### src/rtl/gte_dot_accum.sv
// gte_dot_accum: multi-lane signed dot-product accumulator with
// valid/ready beats in, registered saturated result out.
// Ports: i_clk, i_rst (sync, active-high); beat in: i_valid/o_ready,
//   i_first, i_last, i_a, i_b, i_neg, i_bias, i_sf, i_lm;
//   result out: o_valid/i_ready, o_mac, o_ir, o_irSat, o_ovfPos,
//   o_ovfNeg, o_z16, o_zSat.
// Option: define GTE_DOT_ACCUM_ZCLAMP_EN to drive o_z16/o_zSat from
//   clamp(acc>>>12, 0, 0xFFFF); otherwise both are tied to zero.
module gte_dot_accum #(
  parameter int LANES = 3,
  parameter int OPW   = 16,
  parameter int ACCW  = 44
) (
  input  logic                  i_clk,
  input  logic                  i_rst,
  input  logic                  i_valid,
  output logic                  o_ready,
  input  logic                  i_first,
  input  logic                  i_last,
  input  logic [LANES*OPW-1:0]  i_a,
  input  logic [LANES*OPW-1:0]  i_b,
  input  logic [LANES-1:0]      i_neg,
  input  logic [ACCW-1:0]       i_bias,
  input  logic                  i_sf,
  input  logic                  i_lm,
  output logic                  o_valid,
  input  logic                  i_ready,
  output logic [31:0]           o_mac,
  output logic [15:0]           o_ir,
  output logic                  o_irSat,
  output logic                  o_ovfPos,
  output logic                  o_ovfNeg,
  output logic [15:0]           o_z16,
  output logic                  o_zSat
);

  localparam logic [1:0] IDLE  = 2'd0;
  localparam logic [1:0] ACCUM = 2'd1;
  localparam logic [1:0] DONE  = 2'd2;

  // Two guard bits above the accumulator expose overflow.
  localparam int SW = ACCW + 2;

  localparam logic signed [ACCW-1:0] IR_MAX = 32767;
  localparam logic signed [ACCW-1:0] IR_MIN = -32768;

  function automatic logic signed [SW-1:0] lane_prod(
    input logic signed [OPW-1:0] a,
    input logic signed [OPW-1:0] b,
    input logic                  n
  );
    logic signed [2*OPW-1:0] p;
    logic signed [SW-1:0]    pe;
    p  = a * b;
    pe = SW'(p);
    return n ? -pe : pe;
  endfunction

  logic [1:0]             state;
  logic signed [ACCW-1:0] acc;
  logic                   ovf_pos;
  logic                   ovf_neg;

  logic                   take;
  logic                   load;
  logic signed [SW-1:0]   dot;
  logic signed [SW-1:0]   base;
  logic signed [SW-1:0]   sum;
  logic                   ovp;
  logic                   ovn;
  logic signed [ACCW-1:0] acc_nxt;
  logic signed [ACCW-1:0] mac;
  logic signed [ACCW-1:0] ir_lo;
  logic [15:0]            ir_nxt;
  logic                   ir_sat_nxt;
  logic [15:0]            z_nxt;
  logic                   z_sat_nxt;

  assign o_ready  = (state != DONE) | i_ready;
  assign o_valid  = (state == DONE);
  assign o_ovfPos = ovf_pos;
  assign o_ovfNeg = ovf_neg;

  assign take = i_valid & o_ready;
  // Any beat outside ACCUM, or a first beat, opens a fresh operation.
  assign load = i_first | (state != ACCUM);

  always_comb begin
    dot = '0;
    for (int k = 0; k < LANES; k++) begin
      dot = dot + lane_prod(i_a[k*OPW +: OPW],
                            i_b[k*OPW +: OPW],
                            i_neg[k]);
    end
  end

  always_comb begin
    base = '0;
    if (!load)
      base = SW'(acc);
    else if (i_first)
      base = SW'($signed(i_bias));
  end

  assign sum     = base + dot;
  assign ovp     = ~sum[SW-1] & (|sum[SW-2:ACCW-1]);
  assign ovn     = sum[SW-1] & ~(&sum[SW-2:ACCW-1]);
  assign acc_nxt = sum[ACCW-1:0];
  assign mac     = i_sf ? (acc_nxt >>> 12) : acc_nxt;
  assign ir_lo   = i_lm ? '0 : IR_MIN;

  always_comb begin
    ir_nxt     = mac[15:0];
    ir_sat_nxt = 1'b0;
    if (mac > IR_MAX) begin
      ir_nxt     = 16'h7FFF;
      ir_sat_nxt = 1'b1;
    end else if (mac < ir_lo) begin
      ir_nxt     = ir_lo[15:0];
      ir_sat_nxt = 1'b1;
    end
  end

`ifdef GTE_DOT_ACCUM_ZCLAMP_EN
  localparam logic signed [ACCW-1:0] Z_MAX = 65535;
  logic signed [ACCW-1:0] zs;
  assign zs = acc_nxt >>> 12;
  always_comb begin
    z_nxt     = zs[15:0];
    z_sat_nxt = 1'b0;
    if (zs < 0) begin
      z_nxt     = 16'h0000;
      z_sat_nxt = 1'b1;
    end else if (zs > Z_MAX) begin
      z_nxt     = 16'hFFFF;
      z_sat_nxt = 1'b1;
    end
  end
`else
  assign z_nxt     = 16'h0000;
  assign z_sat_nxt = 1'b0;
`endif

  always_ff @(posedge i_clk) begin
    if (i_rst) begin
      state   <= IDLE;
      acc     <= '0;
      ovf_pos <= 1'b0;
      ovf_neg <= 1'b0;
      o_mac   <= '0;
      o_ir    <= '0;
      o_irSat <= 1'b0;
      o_z16   <= '0;
      o_zSat  <= 1'b0;
    end else if (take) begin
      acc     <= acc_nxt;
      ovf_pos <= ovp | (~load & ovf_pos);
      ovf_neg <= ovn | (~load & ovf_neg);
      state   <= i_last ? DONE : ACCUM;
      if (i_last) begin
        o_mac   <= mac[31:0];
        o_ir    <= ir_nxt;
        o_irSat <= ir_sat_nxt;
        o_z16   <= z_nxt;
        o_zSat  <= z_sat_nxt;
      end
    end else if (state == DONE && i_ready) begin
      state <= IDLE;
    end
  end

endmodule

### config.mk
export PLATFORM = sky130hd
export DESIGN_NAME = gte_dot_accum
export DESIGN_NICKNAME = d
export VERILOG_FILES = /design/src/rtl/gte_dot_accum.sv
export SDC_FILE = /design/constraint.sdc
export NUM_CORES = 2
export LEC_CHECK = 0
export ABC_AREA = 0
export CORE_UTILIZATION = 42
export DETAILED_ROUTE_END_ITERATION = 12
export PLACE_DENSITY = 0.58
export SYNTH_ARGS = -nofsm -noshare
export SYNTH_HDL_FRONTEND = slang
export SYNTH_SLANG_ARGS = --single-unit
### constraint.sdc
create_clock -name i_clk -period 26.2 [get_ports i_clk]
set_clock_uncertainty 0.15 [all_clocks]
set_input_delay 7.86 -clock i_clk [delete_from_list [all_inputs] [get_ports i_clk]]
set_output_delay 7.86 -clock i_clk [all_outputs]
set_load 0.01 [all_outputs]
==> impl_metrics.ini <==
[critical_path]
r2r_end = o_ir[14]
worst-path-max-fanout = 18
cpPeakStageDelay_ps = 930
r2r_slack_ps = 17460
r2r-start = state[0]
cpLargestDelayFamily = adder cells
slowest_stage = a2111oi_0
cpMostUsedCell = fa_1
worst_ep_arrival_time_ps = 22230
crit_path_end_kind = register
critical_path_required_ps = 26230
reg2reg_depth = 32
path_class = in2reg
path_buf_inv = 6
path_depth = 45
start_kind = input port

[place]
preCtsSetupSlack_ps = 3704
hpwl_microns = 106100
port_buffers = 203
place_congestion = 0.9104

[synthesis]
synth_flop_cell = dfxtp_1
ys_types = 94
synthArstFlopShare = 0
netlist.top_cell.by_area = fa_1
ys_ff_latch = 97
synth_top_area_frac = 0.3999
synth-seq-area-share = 0.04428
synth_commonest_cells = inv_1, fa_1, nand2_1, and2_1, ha_1
syn_inst = 5208
synth_most_common_cell = inv_1
syn_area_sq_mm = 0.04385
synth_edf_count = 0
postSynthAreaPerCell_sq_um = 8.420
ys_warn_count = 0
synth_area_leaders = fa_1, ha_1, inv_1, and2_1, nand2_1

[clocking]
hold_buffers = 0
cts_tree = done
clk_pin_slew_ps = 80
ctsResizeCount = 0
root_buffer = clkbuf_16
cts_setup_buffers = 0
clock-sinks = 97
htree_num_levels = 3
insertion_delay_ps = 360
cts_made_buffers = 9
clock_path_buffers = 2

[job]
drv_cap = 0

[timing]
fin_tns_setup_ps = 0
period_minus_slack_ps = 22200
fin_crit_sh = 0.8473
tightest_slew_ps = 1163
finalSetupViolations = 0
fmax_mhz = 45.05
final_hold_viol_count = 0
slew_viol_final = 0
rsz0062_at_grt = no
max_slew_margin = 0.2192
setup_slack_ps = 4002

[final_layout]
nets = 6572
areaGrowthSynthToFinish_pct = 7.547
multi_input_area_sq_mm = 0.03708
fin_util = 0.4557
antennaDiodeCount = 0
fill_cells = 10280
drive_above_1_share = 0.01989
seqCellArea_sq_mm = 0.001942

[route]
wire_per_inst_microns = 19.03
drc_errors = 0
antenna_left = 0
vias = 35110
routed_via_density = 5.313
drt_wl_total_microns = 125800
dr.first_iter.drc_count = 2330
first_pass_iters = 6

[global_routing]
grtUsageTotal = 0.2447
grt_max_degree = 74
grt_pass1_vias = 36710
antenna_found_initial = 2
grt_pass1_wl_microns = 205900
grt_overflow = 0

[floorplan]
fp.dieW_microns = 325.1
design.core.area_sq_mm = 0.1035
start_util = 0.4237
dieArea_sq_mm = 0.1057
die_y_microns = 325.1
ios = 221
rows = 118

[min_path]
min_from = acc[0]
hold_path.class = reg2reg
holdPathStages = 2
hold_end = acc[0]

[status]
outcome = completed
[flip-flops by register name, indices dropped and copies added (netlist names)]
signal    flops
state         2
o_irSat       1
o_ir         16
o_mac        32
acc          44
o_ovfNeg      1
o_ovfPos      1
[worst max-delay path by stage]
stage	from	endpoint
CTS	i_b[1]	o_ir[14]
global placement	i_b[1]	o_ir[14]
global route	i_b[17]	o_ir[14]
detailed placement	i_b[1]	o_ir[14]
floorplan	i_a[10]	o_irSat
finish	i_b[17]	o_ir[14]
[area by class of cell]
type | instances | share of cell area
Inverter | 1052 | 0.08373
Multi-Input combinational cell | 3838 | 0.7862
Timing Repair Buffer | 225 | 0.04638
Tap cell | 1380 | 0.03661
Clock inverter | 7 | 0.001114
Clock buffer | 9 | 0.004776
Sequential cell | 97 | 0.04118
[metal layers]
layer / GRT usage / wire length [microns] / vias to the layer above / part of all wire
met5: 0 / 24 / - / 0.00019
met1: 0.3497 / 57660 / 17670 / 0.46
li1: - / - / 16420 / -
met3: 0.03397 / 7097 / 138 / 0.056
met4: 0.05322 / 2953 / 4 / 0.023
met2: 0.3928 / 58030 / 872 / 0.46
[worst reg2reg max path: cells and delay by family (launching register included)]
kind                     cells  cell delay, ps
adder cells (fa/ha/maj)      5            1780
XOR/XNOR                     1             130
buffers and inverters        6            1200
AND/OR/NAND/NOR              6            1150
AO/OA/AOI/OAI               14            3760
flip-flops                   1             390
[stage by stage]
step	hold WS, ps	cells	area, sq um
finish	305.9	6608	47160
global route	323.1	6608	47160
CTS	305.8	6608	47160
detailed placement	296.2	6592	46880
global placement	291.1	6592	46880
floorplan	286.0	5224	43910
[kinds of logic (layout without fill, tap and decap cells)]
logic type / count (synthesis) / after routing / synth area share
simple gates: 1594 / 1594 / 0.1799
fa+ha+maj: 1198 / 1198 / 0.4918
xor+xnor: 204 / 204 / 0.04109
mux: 30 / 30 / 0.007019
compound gates: 795 / 795 / 0.1239
other cells: 1 / 17 / 0.00008552
buf+inv: 1289 / 1293 / 0.1119
flops: 97 / 97 / 0.04428
[layout by cell type (no fill, tap or decap), drive strengths merged, types with 19 or more instances in the layout]
cell / instances
inv: 1055
a21o: 63
o31ai: 28
or2: 24
nand3: 49
clkdlybuf4s50: 201
nor2: 255
xnor2: 135
nor4: 23
a2111oi: 23
and2: 365
nor3: 55
ha: 322
nand2: 601
xor2: 68
buf: 24
o211ai: 28
fa: 876
a22o: 36
or3: 35
nand4: 34
nand2b: 44
a21oi: 180
mux2i: 24
a211oi: 51
o21ai: 154
dfxtp: 97
nor2b: 19
and3: 22
o21a: 49
Power is left out: the tool's default activity adds up to more than one toggle a clock period on the data nets, which glitch-free logic cannot reach.
